==> src/rtl/fifo_pkg.sv <==
// Shared definitions for the FIFO-fed word serializer: FSM state encoding,
// default geometry and a counter-width helper.
package fifo_pkg;

   typedef enum logic [1:0] {
      IDLE  = 2'd0,
      POP   = 2'd1,
      WAIT  = 2'd2,
      SHIFT = 2'd3
   } state_t;

   localparam int unsigned DEF_DATA_WIDTH = 32;
   localparam int unsigned DEF_TIMEOUT    = 15;

   // Bits needed to hold 0..max_val, never less than one.
   function automatic int unsigned cnt_width(input int unsigned max_val);
      return (max_val < 1) ? 1 : $clog2(max_val + 1);
   endfunction

endpackage

==> src/rtl/piso_shreg.sv <==
// Parallel-in serial-out shift register with a remaining-bit counter;
// bit 0 is the current output bit and last flags the final bit of the frame.
module piso_shreg #(
   parameter int unsigned WIDTH = 33,
   parameter int unsigned CNT_W = 6
) (
   input  logic             clk,
   input  logic             rst,
   input  logic             load,
   input  logic [WIDTH-1:0] load_data,
   input  logic [CNT_W-1:0] load_count,
   input  logic             shift_en,
   output logic             bit_out,
   output logic             last
);

   logic [WIDTH-1:0] shreg;
   logic [CNT_W-1:0] bits_left;

   always_ff @(posedge clk or posedge rst) begin
      if (rst) begin
         shreg     <= '0;
         bits_left <= '0;
      end else if (load) begin
         shreg     <= load_data;
         bits_left <= load_count;
      end else if (shift_en && (bits_left != '0)) begin
         shreg     <= shreg >> 1;
         bits_left <= bits_left - CNT_W'(1);
      end
   end

   assign bit_out = shreg[0];
   assign last    = (bits_left == CNT_W'(1));

endmodule

==> src/rtl/word_serializer.sv <==
// Pops words from an upstream FIFO and sends them LSB first on a valid/ready
// serial port. Define SERIALIZER_PARITY_EN to append an even-parity bit.
module word_serializer
   import fifo_pkg::*;
#(
   parameter int unsigned DATA_WIDTH = DEF_DATA_WIDTH,
   parameter int unsigned TIMEOUT    = DEF_TIMEOUT
) (
   input  logic                  clk,
   input  logic                  rst,
   input  logic                  fifo_empty,
   output logic                  pop,
   input  logic [DATA_WIDTH-1:0] fifo_data,
   input  logic                  fifo_valid,
   output logic                  sout,
   output logic                  sout_valid,
   input  logic                  sout_ready,
   output logic                  sout_last,
   output logic                  timeout_err
);

`ifdef SERIALIZER_PARITY_EN
   localparam int unsigned FRAME_BITS = DATA_WIDTH + 1;
`else
   localparam int unsigned FRAME_BITS = DATA_WIDTH;
`endif
   localparam int unsigned BCNT_W = $clog2(DATA_WIDTH + 2);
   localparam int unsigned WCNT_W = cnt_width(TIMEOUT);

   state_t                state, state_n;
   logic [WCNT_W-1:0]     wait_cnt;
   logic                  wait_clr, wait_inc, wait_hit, err_set;
   logic                  load, shift_en, sh_bit, sh_last;
   logic [FRAME_BITS-1:0] load_word;

`ifdef SERIALIZER_PARITY_EN
   assign load_word = {^fifo_data, fifo_data};
`else
   assign load_word = fifo_data;
`endif

   // True in the WAIT cycle whose increment brings the counter to TIMEOUT.
   assign wait_hit = (32'(wait_cnt) + 32'd1) >= TIMEOUT;

   always_ff @(posedge clk or posedge rst) begin
      if (rst) begin
         state <= IDLE;
      end else begin
         state <= state_n;
      end
   end

   always_ff @(posedge clk or posedge rst) begin
      if (rst) begin
         wait_cnt <= '0;
      end else if (wait_clr) begin
         wait_cnt <= '0;
      end else if (wait_inc && (wait_cnt != WCNT_W'(TIMEOUT))) begin
         wait_cnt <= wait_cnt + WCNT_W'(1);
      end
   end

   always_ff @(posedge clk or posedge rst) begin
      if (rst) begin
         timeout_err <= 1'b0;
      end else if (err_set) begin
         timeout_err <= 1'b1;
      end
   end

   always_comb begin
      state_n  = state;
      pop      = 1'b0;
      wait_clr = 1'b0;
      wait_inc = 1'b0;
      err_set  = 1'b0;
      load     = 1'b0;
      shift_en = 1'b0;
      case (state)
         IDLE: begin
            if (!fifo_empty) state_n = POP;
         end
         POP: begin
            // FIFO drained since IDLE saw it non-empty: skip the read.
            if (fifo_empty) begin
               state_n = IDLE;
            end else begin
               pop      = 1'b1;
               wait_clr = 1'b1;
               state_n  = WAIT;
            end
         end
         WAIT: begin
            if (fifo_valid) begin
               load    = 1'b1;
               state_n = SHIFT;
            end else begin
               wait_inc = 1'b1;
               if (wait_hit) begin
                  err_set = 1'b1;
                  state_n = IDLE;
               end
            end
         end
         SHIFT: begin
            if (sout_ready) begin
               shift_en = 1'b1;
               if (sh_last) state_n = fifo_empty ? IDLE : POP;
            end
         end
         default: state_n = IDLE;
      endcase
   end

   assign sout_valid = (state == SHIFT);
   assign sout       = sout_valid & sh_bit;
   assign sout_last  = sout_valid & sh_last;

   piso_shreg #(
      .WIDTH (FRAME_BITS),
      .CNT_W (BCNT_W)
   ) u_piso (
      .clk        (clk),
      .rst        (rst),
      .load       (load),
      .load_data  (load_word),
      .load_count (BCNT_W'(FRAME_BITS)),
      .shift_en   (shift_en),
      .bit_out    (sh_bit),
      .last       (sh_last)
   );

endmodule

==> config.mk <==
export PLATFORM = sky130hd
export DESIGN_NAME = word_serializer
export DESIGN_NICKNAME = d
export VERILOG_FILES = /design/src/rtl/fifo_pkg.sv /design/src/rtl/piso_shreg.sv /design/src/rtl/word_serializer.sv
export SDC_FILE = /design/constraint.sdc
export NUM_CORES = 1
export LEC_CHECK = 0
export CORE_ASPECT_RATIO = 0.9
export CORE_MARGIN = 2
export CORE_UTILIZATION = 54
export CTS_BUF_LIST = sky130_fd_sc_hd__clkbuf_8
export DETAILED_ROUTE_END_ITERATION = 10
export GPL_TIMING_DRIVEN = 0
export PLACE_DENSITY = 0.82
export RECOVER_POWER = 50
export SLEW_MARGIN = 10
export SYNTH_ARGS = -nofsm -noshare
export SYNTH_HDL_FRONTEND = slang
export SYNTH_SLANG_ARGS = --single-unit
==> constraint.sdc <==
create_clock -name clk -period 1.8 [get_ports clk]
set_input_delay 0.27 -clock clk [delete_from_list [all_inputs] [get_ports clk]]
set_output_delay 0.27 -clock clk [all_outputs]
set_load 0.05 [all_outputs]
### Yosys cells after proc, flatten, opt, wreduce, memory -nomap -nowiden

Index checks and enable logic that the tools add are counted.

| storage, ports and cells | value |
|---|---|
| logic and storage cells | 52 |
| register bits after elaboration | 45 |
| input port bits | 37 |
| output and inout bits | 5 |

| cells by class | value |
|---|---|
| reductions and logical operators | 7 |
| magnitude comparators | 1 |
| equality and inequality tests | 9 |
| bitwise operators | 2 |
| multiplexer cells | 25 |
| $add $sub $neg | 3 |

Operator list:

| kind | count |
|---|---|
| $mux W32 | 2 |
| $mux W1 | 12 |
| $mux W2 | 6 |
| $mux W6 | 2 |
| $mux W4 | 2 |
| $pmux W2 S4 | 1 |
| $eq A6 B1 Y1 const B | 1 |
| $reduce_bool A6 Y1 | 1 |
| $sub A6 B1 Y6 const B | 1 |
| $add A4 B1 Y5 const B | 1 |
| $ge A5 B4 Y1 const B | 1 |
| $add A4 B1 Y4 const B | 1 |
| $eq A2 B2 Y1 const B | 2 |
| $ne A2 B1 Y1 const B | 2 |
| $ne A4 B4 Y1 const B | 1 |
| $reduce_and A4 Y1 | 1 |
| $reduce_bool A2 Y1 | 2 |
| $ne A3 B3 Y1 const B | 1 |
| $and A1 B1 Y1 | 2 |
| $eq A2 B1 Y1 const B | 1 |
| $logic_and A1 B1 Y1 | 2 |
| $logic_not A2 Y1 | 1 |
| $ne A2 B2 Y1 const B | 1 |

### Depth between registers and ports, before layout

Gate-level depths: netlist (run 1).

| depth | value |
|---|---|
| depth after elaboration | 5 |
| mapped depth | 6 |
| gate-level depth less buffers | 6 |

### By module

A second synthesis (run 1) with hierarchy kept.

| unflattened totals | value |
|---|---|
| cells, all modules | 360 |
| area, all modules | 3101.7 um^2 |

Modules (own cells, without submodules):

| module | area an instance (um^2) | times used | cells each | sequential area each (um^2) |
|---|---|---|---|---|
| piso_shreg | 2597.5 | 1 | 301 | 950.9 |
| word_serializer | 504.2 | 1 | 59 | 175.2 |

### Least setup slack after synthesis (run 1)

Ideal clock, no wire load.

| timing | value |
|---|---|
| path type | register to output |
| from | register state[1] |
| to | output port sout_last |
| cell stages (with the launch flop) | 4 |
| data required time | 1530 ps |
| arrival | 1544 ps |
| buffers on the path | 1 |
| path slack | -14 ps |
| cells stage by stage | dfrtp_1 clkbuf_1 and2_1 and3_1 |

| between the ends | value |
|---|---|
| cells in the longest elaborated chain, start to end | 2 |

Ends and longest elaborated chain:

| item | RTL line | RTL |
|---|---|---|
| start: declaration | word_serializer.sv:30 | `state_t state, state_n;` |
| start signal: assignment | word_serializer.sv:49 | `state <= state_n;` |
| $eq A2 B2 Y1 | word_serializer.sv:115 | `assign sout_valid = (state == SHIFT);` |
| named net sout_valid | word_serializer.sv:16 | `output logic sout_valid,` |
| $and A1 B1 Y1 | word_serializer.sv:117 | `assign sout_last = sout_valid & sh_last;` |
| end: declaration | word_serializer.sv:18 | `output logic sout_last,` |

The timed path passes the listed nets, and every way through them passes these cells.

### Worst setup path after layout (run 1)

| timing | value |
|---|---|
| from | register wait_cnt[0] |
| to | register timeout_err |

| between the ends | value |
|---|---|
| cells in the longest elaborated chain, start to end | 5 |

Ends and longest elaborated chain:

| item | RTL line | RTL |
|---|---|---|
| start: declaration | word_serializer.sv:31 | `logic [WCNT_W-1:0] wait_cnt;` |
| start signal: assignment | word_serializer.sv:59 | `wait_cnt <= wait_cnt + WCNT_W'(1);` |
| $add A4 B1 Y5 | word_serializer.sv:43 | `assign wait_hit = (32'(wait_cnt) + 32'd1) >= TIMEOUT;` |
| $ge A5 B4 Y1 | word_serializer.sv:43 |  |
| $mux W1 | word_serializer.sv:99 | `if (wait_hit) begin` |
| $mux W1 | word_serializer.sv:94 | `if (fifo_valid) begin` |
| $mux W1 | word_serializer.sv:79 | `case (state)` |
| end signal: assignment | word_serializer.sv:65 | `timeout_err <= 1'b0;` |
| end signal: assignment | word_serializer.sv:67 | `timeout_err <= 1'b1;` |
| end: declaration | word_serializer.sv:19 | `output logic timeout_err` |

No other way between the ends.
A chain may end at the register's enable or synchronous reset.

==> summary.md, run 1 <==
| Metric | Value |
|---|---|
| Status | finished, final reports clean |
| Main synth FF type | dfrtp_1 |
| Worst Clk Skew | approximately 0.003 ns |
| Switching power total | ~0.0016 W |
| GRT Overall Usage | 0.228 |
| VDD IR max | a little under 0.8 mV |
| H-Tree Depth | 2 |
| Site row count | 22 |
| Clk root buf | clkbuf_8 |
| Number of max-cap violations | 0 |
| Post-route minimum period | 1.74 ns |
| Number of global-route vias before repair | between 1,500 and 2,000 |
| Post-route cell area | roughly 2900 um^2 |
| Core area | 4070 um^2 |
| Mapped Area | 2290 um^2 |
| Unrepaired setup endpoints after global routing | yes |
| Area contributors post-synth | dfrtp_1 49%, a221o_1 13%, nand2_1 6.5% |
| Power per standard cell area | ~1500 nW/um^2 |
| GP Congestion | 0.767 |
| FF+latch count, synth | 45 |
| Final worst setup slack | around 0.062 ns |
| Static Leak | approximately 1.4 nW |
| Die footprint | approximately 4800 um^2 |
| Max Transition Viols Final | 0 |
| PortBufs | 41 |
| First-pass GRT wire length | between 8000 and 9000 um |
| Top cell type's share of synthesized area | 0.491 |
| Reg power frac | 0.414 |
| Synth top cells by count | 45 x dfrtp_1, 40 x nand2_1, 34 x nor2_1, 30 x a221o_1, 7 x nand3_1 |
| Total congestion overflow | 0 |
| Ys async rst share | 1.00 |
| Post-synth EDFFs | 0 |
| Sink Count | 45 |
| DR iter-0 viols | 167 |
| Endpoints failing setup | 0 |
| Pint | 0.00269 W |
| CP Launch Type | flop |
| DR pass1 iterations | 4 |
| YS warnings | 0 |
| Vias per cell | a little under 6 |
| CTS buffer count | 5 |
| Fmax | 575 MHz |
| CTS tree | yes |
| Largest net degree at the start of global routing | 40 |
| DP Cell Count | around 320 |
| Comb pwr share | 0.427 |
| Max clock buf depth | 2 |
| Net Sw Frac | 0.378 |
| Clock Power Share | 0.159 |
| Worst-skew pair later-pin latency | 0.29 ns |
| DRT Wirelength | 5050 um |
| Worst-path clk slew | about 0.08 ns |
| Via count | a little under 2,000 |
| Required @ worst endpoint | between 1.5 and 2 ns |
| Synth cell types | 38 |
| Critical path arrival | 1.93 ns |
| Area delta synth->final | 27.7% |
| Max transition margin | 0.628 |
| Post-synth top area cell | dfrtp_1 |
| Final worst path period share | 0.966 |
| Slowest-stage cell, CP | or3b_2 |
| # diodes | 0 |
| CP max stage delay | around 0.45 ns |
| Synth Instances | approximately 230 |
| Synth Area per Inst | 9.93 um^2 |
| Worst Path Max Fanout | 4 |
| Worst-Margin Slew | between 0.5 and 0.6 ns |
| Setup CP Type | flop to flop |
| Total Neg Setup Slack | 0 ns |
| Vert. Die Dim | 65.8 um |
| Mapped Nets | around 270 |
| R2r worst-path depth | 6 |
| Seq/Total Area, Yosys | 0.491 |
| Worst Hold Class | primary input to async pin |
| # nets final | approximately 330 |
| Critical Path, Cell by Cell | inv_1, ha_1, or3b_2, o311ai_0, o21ai_1, a21o_1 |
| Dpl cell area | around 2800 um^2 |
| Final Hold Fails | 0 |
| # DRC | 0 |
| Ports | 42 |
| Crit. End Element | flop |
| Initial antenna violation count | 0 |
| Most common cell in the netlist | dfrtp_1 |
| Non-Filler Instances | approximately 330 |
| Pre-CTS setup slack | -0.564 ns |
| Final ANT Viol Nets | 0 |
| HPWL Detailed | about 3500 um |
| Die X | 72.7 um |
| Initial core utilization | 0.563 |
| DR WL/cell | 15.2 um |
| Fraction of layout cells with a size suffix above 1 | 0.134 |
cell type report:
| cell class | count | area [um^2] |
|---|---|---|
| multi-input combinational | 165 | 1070 |
| clock buffer | 7 | 96.3 |
| inverter | 6 | 22.5 |
| clock inverter | 1 | 5.00 |
| timing repair buffer | 46 | 449 |
| fill | 315 | 1140 |
| sequential | 45 | 1130 |
| buffer | 14 | 91.3 |
| tap | 48 | 60.1 |
power groups by stage:
stage                     Sequential, W  Combinational (W)  Clock [W]
after floorplan                 0.00169            0.00140          0
after global placement          0.00176            0.00173          0
after detailed placement        0.00176            0.00180          0
after CTS                       0.00178            0.00181   0.000692
after global routing            0.00184            0.00207   0.000727
final                           0.00179            0.00185   0.000689
cells by family (layout without fill, tap and decap cells):
family | after synthesis | in the layout | share of synthesized area
XOR/XNOR | 4 | 4 | 0.0153
multiplexers | 2 | 2 | 0.00873
flip-flops | 45 | 45 | 0.491
adder cells (fa/ha/maj) | 5 | 5 | 0.0273
AO/OA/AOI/OAI | 51 | 51 | 0.198
AND/OR/NAND/NOR | 103 | 103 | 0.213
buffers and inverters | 21 | 74 | 0.0469
through the flow:
| stage | total power, W | utilization | hold slack, ns |
|---|---|---|---|
| floorplan | 0.00309 | - | 0.387 |
| global placement | 0.00348 | 0.679 | 0.440 |
| detailed placement | 0.00357 | 0.684 | 0.459 |
| CTS | 0.00429 | 0.710 | 0.182 |
| global route | 0.00464 | 0.719 | 0.362 |
| finish | 0.00433 | 0.719 | 0.351 |
registers in the layout, indices dropped and copies added (netlist names):
name	count
state	2
u_piso.shreg	32
timeout_err	1
u_piso.bits_left	6
wait_cnt	4
final timing paths:
kind	startpoint	end	slack (ns)
setup / recovery	wait_cnt[0]$_DFFE_PP0P_	timeout_err$_DFFE_PP0P_	0.06
setup reg to reg	wait_cnt[0]$_DFFE_PP0P_	timeout_err$_DFFE_PP0P_	0.06
min in group clk	timeout_err$_DFFE_PP0P_	timeout_err$_DFFE_PP0P_	0.47
hold reg to reg	timeout_err$_DFFE_PP0P_	timeout_err$_DFFE_PP0P_	0.47
hold / removal	rst	u_piso.shreg[26]$_DFFE_PP0P_	0.35
max in group asynchronous	rst	state[0]$_DFFE_PP0P_	0.94
worst max-delay path, delay by kind of cell, from the launching register on:
| kind | cells | cell delay [ns] |
|---|---|---|
| adders and majority gates | 1 | 0.30 |
| and+or+nand+nor | 1 | 0.45 |
| DFF | 1 | 0.38 |
| buffers and inverters | 1 | 0.08 |
| AOI/OAI and AO/OA | 3 | 0.42 |
repair_timing:
action / in CTS / in global routing
hold endpoints to repair: 0 / 0
pin swaps: 1 / 1
resized for setup: 17 / 14
setup endpoints to repair: 18 / 28
buffers inserted: 2 / 2
hold buffers: 0 / 0
per-layer routing:
metal	wire, um	track usage
met1	2420	0.327
met3	211	0.0457
met4	45	0.0625
met5	0	0
met2	2380	0.353
layout by cell type (no fill, tap or decap), types with 4 or more instances in the layout:
cell / n
dfrtp_1: 41
nand2_1: 40
clkdlybuf4s50_1: 36
nor2_1: 34
a221o_1: 30
buf_4: 8
nand3_1: 7
clkbuf_8: 7
inv_1: 6
o21ai_0: 5
clkbuf_1: 4
xnor2_1: 4
ha_1: 4
dfrtp_2: 4
No activity file was read; power rests on OpenSTA's default activity.
==> run 2: changes to the inputs <==
CORE_UTILIZATION = 55   (was 54)
DONT_BUFFER_PORTS = 1   (was default)
GPL_ROUTABILITY_DRIVEN = 1   (was default)
PLACE_DENSITY = 0.7   (was 0.82)
==> run 2 against run 1 <==
Compared with the run above: clock power is 10% lower; largest power group unchanged; sequential share of layout area is 5.0 points higher; fmax is 1.3% higher; cell area is 12% lower; clock skew is 0.0035 ns higher; first-iteration DRC count is 45% lower.
==> summary.md, run 2 (same netlist as run 1, synthesis figures left out) <==
| Metric | Value |
|---|---|
| Status | finished, final reports clean |
| Vert. Die Dim | 65.3 um (-0.86%) |
| R2r worst-path depth | 5 (-1) |
| Worst reg-to-reg setup slack | 0.08 ns (+0.02 ns) |
| DR pass1 iterations | 4 (unchanged) |
| Critical Path, Cell by Cell | ha_4, or3b_2, o311ai_0, o21ai_0, a21o_1 |
| Ports | 42 (unchanged) |
| Top Registers | u_piso.shreg: 32 flops, u_piso.bits_left: 6 flops, wait_cnt: 4 flops |
| Die X | 72.1 um (-0.87%) |
| Critical path arrival | 1.91 ns (-0.02 ns) |
| Max Transition Viols Final | 0 (unchanged) |
| Number of global-route vias before repair | 1,768 (-2.6%) |
| PortBufs | 0 (-100%) |
| Unrepaired setup endpoints after global routing | yes |
| Slowest-stage cell, CP | dfrtp_1 |
| R2r startpoint | wait_cnt[1]$_DFFE_PP0P_ |
| Final worst path period share | 0.953 (-0.0125) |
| Fraction of layout cells with a size suffix above 1 | 0.173 (+0.0389) |
| Initial core utilization | 0.567 (+0.00383) |
| Post-route minimum period | 1.72 ns (-0.0224 ns) |
| Final ANT Viol Nets | 0 (unchanged) |
| Worst r2r dst | timeout_err$_DFFE_PP0P_ |
| Commonest non-fill, non-tap cell in the layout | dfrtp_1 |
| Fillers | 343 (+8.9%) |
| Most frequent cells in the layout | 43 x dfrtp_1, 40 x nand2_1, 34 x nor2_1 |
| Number of max-cap violations | 0 (unchanged) |
| Max transition margin | 0.454 (-0.174) |
| # diodes | 0 (unchanged) |
| Total congestion overflow | 0 (unchanged) |
| M3 GR Usage | 0.0613 (+0.0156) |
| Hold endpoint | u_piso.shreg[31]$_DFFE_PP0P_ |
| # DRC | 0 (unchanged) |
| Clk root buf | clkbuf_8 |
| CP Launch Type | flop |
| M1 GR Usage | 0.306 (-0.0212) |
| VDD IR max | 0.740 mV (-6.8%) |
| Vias per cell | 6.05 (+2.9%) |
| CTS buffer count | 5 (unchanged) |
| DR WL/cell | 16.1 um (+6.1%) |
| Via count | 1,797 (-7.9%) |
| Die footprint | 4700 um^2 (-1.7%) |
| Sink Count | 45 (unchanged) |
| Met2 GRT Util | 0.344 (-0.00937) |
| Crit. End Element | flop |
| H-Tree Depth | 2 (unchanged) |
| Hold Path Origin | fifo_data[31] |
| Worst hold path depth | 2 |
| Core area | 4050 um^2 (-0.68%) |
| Worst Hold Class | primary input to flop |
| Setup CP Type | flop to flop |
| GRT Overall Usage | 0.220 (-0.00807) |
| Global routing's busiest layer | met2 |
| Reg with most FFs | u_piso.shreg |
| # nets final | 290 (-11%) |
| DRT Wirelength | 4790 um (-5.1%) |
| DR iter-0 viols | 92 (-45%) |
| CP max stage delay | 0.46 ns (about the same) |
| Max FFs per register | 32 (unchanged) |
| CTS tree | yes |
| Total Neg Setup Slack | 0 ns (unchanged) |
| Area delta synth->final | 12.7% |
| Initial antenna violation count | 0 (unchanged) |
| Site row count | 22 (unchanged) |
| Worst-skew pair later-pin latency | 0.29 ns (about the same) |
| Final Hold Fails | 0 (unchanged) |
| Top Family by Delay on Critical Path | flip-flops |
| Max clock buf depth | 2 (unchanged) |
| Worst Path Max Fanout | 6 (+2) |
| Power per standard cell area | 1630 nW/um^2 (+11%) |
| Power consumption | 0.00422 W (-2.3%) |
| Crit path launch | wait_cnt[1]$_DFFE_PP0P_ |
| Worst-Margin Slew | 0.819 ns (+0.263 ns) |
| Fmax | 583 MHz (+1.3%) |
| First-pass GRT wire length | 8200 um (-3.6%) |
| Worst-path clk slew | 0.09 ns (about the same) |
| Static Leak | 1.21 nW (-12%) |
| Largest net degree at the start of global routing | 38 (-5.0%) |
| Required @ worst endpoint | 1.99 ns (about the same) |
| GP Congestion | 0.727 (-5.2%) |
| Endpoints failing setup | 0 (unchanged) |
| HPWL Detailed | 3200 um (-7.4%) |
| Crit path buf inv count | 0 (-1) |
| Worst Clk Skew | 0.00646 ns (+0.00351 ns) |
[run 2: per-layer routing]
| metal | vias to the layer above | wire, um |
|---|---|---|
| met5 | - | 0 |
| met4 | 0 | 25 |
| met3 | 2 | 284 |
| met2 | 45 | 2140 |
| met1 | 881 | 2340 |
| li1 | 869 | - |
[run 2: cell type report]
cell class / count / area, um^2 / area share
plain buffers: 14 / 86.3 / 0.0334
well taps: 48 / 60.1 / 0.0232
clock inverters: 3 / 22.5 / 0.00871
flip-flops and latches: 45 / 1130 / 0.437
multi-input cells: 165 / 1100 / 0.424
repair buffers: 11 / 95.1 / 0.0368
clock buffers: 5 / 68.8 / 0.0266
inverters: 6 / 26.3 / 0.0102
[run 2: power breakdown]
| group | leakage (nW) | switching [W] | internal, W |
|---|---|---|---|
| logic | 0.610 | 0.000938 | 0.000874 |
| registers | 0.566 | 0.000343 | 0.00145 |
| clock network | 0.0364 | 0.000347 | 0.000272 |
| total | 1.21 | 0.00163 | 0.00260 |
[run 2: worst max path at each step]
| stage | cells after the start | end |
|---|---|---|
| after global placement | 1 | u_piso.shreg[11]$_DFFE_PP0P_ |
| after global routing | 6 | u_piso.shreg[10]$_DFFE_PP0P_ |
| after floorplan | 3 | sout_last |
| after CTS | 6 | timeout_err$_DFFE_PP0P_ |
| after detailed placement | 3 | sout_last |
| final | 5 | timeout_err$_DFFE_PP0P_ |
[run 2: repair_timing]
item / 4_1_cts / 5_1_grt
pin swaps: 1 / 1
endpoints found under the hold margin: 8 / 0
gates resized for setup: 6 / 8
setup buffers: 6 / 3
endpoints found under the setup margin: 27 / 8
hold buffers: 1 / 0
[run 2: worst reg2reg max path: stages (launching register included)]
cell      delay (ns)
dfrtp_1         0.46
ha_4            0.30
or3b_2          0.44
o311ai_0        0.10
o21ai_0         0.13
a21o_1          0.18
[run 2: metrics by stage]
stage	area [um^2]	hold slack (ns)	instances	worst slack (ns)	utilization
after detailed placement	2370	0.0748	280	-0.0178	0.587
after floorplan	2290	0.387	231	0.0963	-
after global routing	2580	0.110	297	-0.0102	0.639
after global placement	2350	0.393	279	-0.0503	0.582
final	2580	0.104	297	0.0841	0.639
after CTS	2540	0.0986	294	0.0403	0.627
==> run 3: changes to the inputs <==
SLEW_MARGIN = 20   (was 10)
==> run 3 against run 2 <==
Compared with the run above: hold slack better by 0.014 ns; die area stayed put; worst setup slack worse by 0.0071 ns; core utilization is 0.53 points higher; count of clock-buffer cells in the layout stayed put; sequential share of layout area is 0.40 points lower; fmax is 0.41% lower; highest routed layer unchanged.
==> summary.md, run 3 (same netlist as run 1, synthesis figures left out) <==
| Metric | Value |
|---|---|
| Worst reg-to-reg setup slack | 0.08 ns (about the same) |
| Final worst setup slack | 0.0771 ns (-0.00707 ns) |
| DR WL/cell | 16.5 um (+2.1%) |
| CP Capture Point | u_piso.shreg[24]$_DFFE_PP0P_ |
| Worst-Margin Slew | 0.608 ns (-0.211 ns) |
| DRT Wirelength | 4910 um (+2.5%) |
| Initial antenna violation count | 0 (unchanged) |
| Status | finished, final reports clean |
| Footprint of the multi-input gates | 1100 um^2 (+0.34%) |
| Pint | 0.00262 W (+1.0%) |
| # nets final | 293 (+1.0%) |
| Max clock buf depth | 2 (unchanged) |
| Post-route minimum period | 1.72 ns (+0.00707 ns) |
| CP max stage delay | 0.45 ns (about the same) |
| Net Sw Frac | 0.382 (-0.00353) |
| Slowest-stage cell, CP | dfrtp_2 |
| Comb pwr share | 0.443 (+0.014) |
| Worst Path Max Fanout | 10 (+4) |
| Ports | 42 (unchanged) |
| Via count | 1,794 (-0.17%) |
| Levels on crit path | 6 (+1) |
| VDD IR max | 0.753 mV (+1.7%) |
| Endpoints failing setup | 0 (unchanged) |
| Worst-path clk slew | 0.08 ns (about the same) |
| Dpl cell area | 2370 um^2 (unchanged) |
| CTS tree | yes |
| Fraction of layout cells with a size suffix above 1 | 0.180 (+0.00731) |
| CP Launch Type | flop |
| Setup CP Type | flop to flop |
| Die X | 72.1 um (unchanged) |
| CTS buffer count | 5 (unchanged) |
| Crit path launch | u_piso.bits_left[2]$_DFFE_PP0P_ |
| Initial core utilization | 0.567 (unchanged) |
| Post-route cell area | 2610 um^2 (+0.82%) |
| Fmax | 580 MHz (-0.41%) |
| Max FFs per register | 32 (unchanged) |
| Site row count | 22 (unchanged) |
| Reg with most FFs | u_piso.shreg |
| Area delta synth->final | 13.6% |
| Worst Clk Skew | 0.00244 ns (-0.00402 ns) |
| Total congestion overflow | 0 (unchanged) |
| H-Tree Depth | 2 (unchanged) |
| R2r startpoint | u_piso.bits_left[2]$_DFFE_PP0P_ |
| Switching power total | 0.00162 W (-0.46%) |
| Fillers | 343 (unchanged) |
| First-pass GRT wire length | 8270 um (+0.76%) |
| Critical Path, Cell by Cell | nor4_4, buf_4, a21oi_4, buf_6, buf_8, a221o_1 |
| Worst hold margin | 0.118 ns (+0.0141 ns) |
| Unrepaired setup endpoints after global routing | yes |
| Final Hold Fails | 0 (unchanged) |
| # DRC | 0 (unchanged) |
| DR iter-0 viols | 101 (+9.8%) |
| Critical path arrival | 1.90 ns (about the same) |
| Area taken by flip-flops and latches | 1130 um^2 (-0.11%) |
| GP Congestion | 0.727 (unchanged) |
| Clk root buf | clkbuf_8 |
| Most frequent cells in the layout | 44 x dfrtp_1, 40 x nand2_1, 34 x nor2_1 |
| Clock Power Share | 0.135 (-0.012) |
| Final ANT Viol Nets | 0 (unchanged) |
| Top Registers | u_piso.shreg: 32 flops, u_piso.bits_left: 6 flops, wait_cnt: 4 flops |
| Worst Hold Class | primary input to flop |
| Sink Count | 45 (unchanged) |
| Static Leak | 1.24 nW (+2.0%) |
| Die footprint | 4700 um^2 (unchanged) |
| Final worst path period share | 0.957 (+0.00393) |
| Commonest non-fill, non-tap cell in the layout | dfrtp_1 |
| Worst-skew pair later-pin latency | 0.29 ns (about the same) |
| Top Family by Delay on Critical Path | buffers and inverters |
| Crit. End Element | flop |
| DR pass1 iterations | 4 (unchanged) |
| Final core occ | 0.644 (+0.00526) |
| Pre-CTS setup slack | -0.0178 ns (unchanged) |
| Core area | 4050 um^2 (unchanged) |
| Power per standard cell area | 1630 nW/um^2 (-0.36%) |
| GRT Overall Usage | 0.224 (+0.00397) |
| Max Transition Viols Final | 0 (unchanged) |
| Vert. Die Dim | 65.3 um (unchanged) |
| Number of max-cap violations | 0 (unchanged) |
| Crit path buf inv count | 3 (+3) |
| Required @ worst endpoint | 1.97 ns (-0.02 ns) |
| Largest net degree at the start of global routing | 31 (-18%) |
| PortBufs | 0 (unchanged) |
| # diodes | 0 (unchanged) |
| Reg power frac | 0.422 (-0.002) |
| Number of global-route vias before repair | 1,760 (-0.45%) |
| Vias per cell | 6.02 (-0.50%) |
| HPWL Detailed | 3220 um (+0.46%) |
| R2r worst-path depth | 6 (+1) |
| Max transition margin | 0.594 (+0.140) |
| Worst r2r dst | u_piso.shreg[24]$_DFFE_PP0P_ |
run 3: cell types whose count changed in the layout (fill, tap and decap cells not counted), moves of 2 or more:
cell and change:
clkinvlp_4 -3, buf_4 +4, buf_2 -2, buf_6 -2, buf_8 +2
run 3: how the worst min path moves through the flow:
| stage | from | end | slack [ns] | depth (start not counted) |
|---|---|---|---|---|
| 2_1_floorplan | fifo_data[0] | u_piso.shreg[0]$_DFFE_PP0P_ | 0.39 | 2 |
| 3_3_place_gp | fifo_data[0] | u_piso.shreg[0]$_DFFE_PP0P_ | 0.39 | 2 |
| 3_5_place_dp | rst | timeout_err$_DFFE_PP0P_ | 0.16 | 1 |
| 4_1_cts | fifo_data[31] | u_piso.shreg[31]$_DFFE_PP0P_ | 0.11 | 2 |
| 5_1_grt | fifo_data[2] | u_piso.shreg[2]$_DFFE_PP0P_ | 0.11 | 1 |
| 6_report | fifo_data[31] | u_piso.shreg[31]$_DFFE_PP0P_ | 0.12 | 2 |
run 3: repair_timing:
| action | CTS | global route |
|---|---|---|
| gates resized for setup | 6 | 14 |
| endpoints found under the setup margin | 26 | 46 |
| cloned | 0 | 0 |
| endpoints found under the hold margin | 15 | 0 |
| pin swaps | 1 | 1 |
| buffers inserted | 4 | 8 |
| hold buffers | 1 | 0 |
run 3: stage by stage:
| stage | setup TNS [ns] | cells | total power [W] |
|---|---|---|---|
| 2_1_floorplan | 0 | 231 | 0.00309 |
| 3_5_place_dp | -0.202 | 280 | 0.00343 |
| 6_report | 0 | 298 | 0.00424 |
| 3_3_place_gp | -2.17 | 279 | 0.00338 |
| 4_1_cts | -0.0485 | 291 | 0.00410 |
| 5_1_grt | -0.281 | 298 | 0.00459 |
run 3: area by class of cell:
class                           instances  share of cell area
Sequential cell                        45               0.433
Timing Repair Buffer                   14              0.0461
Clock inverter                          1             0.00192
Inverter                                6              0.0101
Tap cell                               48              0.0230
Clock buffer                            5              0.0264
Buffer                                 14              0.0374
Multi-Input combinational cell        165               0.422
run 3: routing by layer:
metal,up-vias,routed length [um],track usage
li1,877,-,-
met1,874,2340,0.314
met2,41,2300,0.342
met3,2,247,0.0660
met4,0,25,0.0566
met5,-,0,0
run 3: power groups by stage:
stage	Sequential (W)	Combinational [W]	Clock [W]
CTS	0.00176	0.00176	0.000586
global placement	0.00177	0.00162	0
detailed placement	0.00176	0.00167	0
global route	0.00184	0.00214	0.000607
finish	0.00179	0.00188	0.000573
floorplan	0.00169	0.00140	0
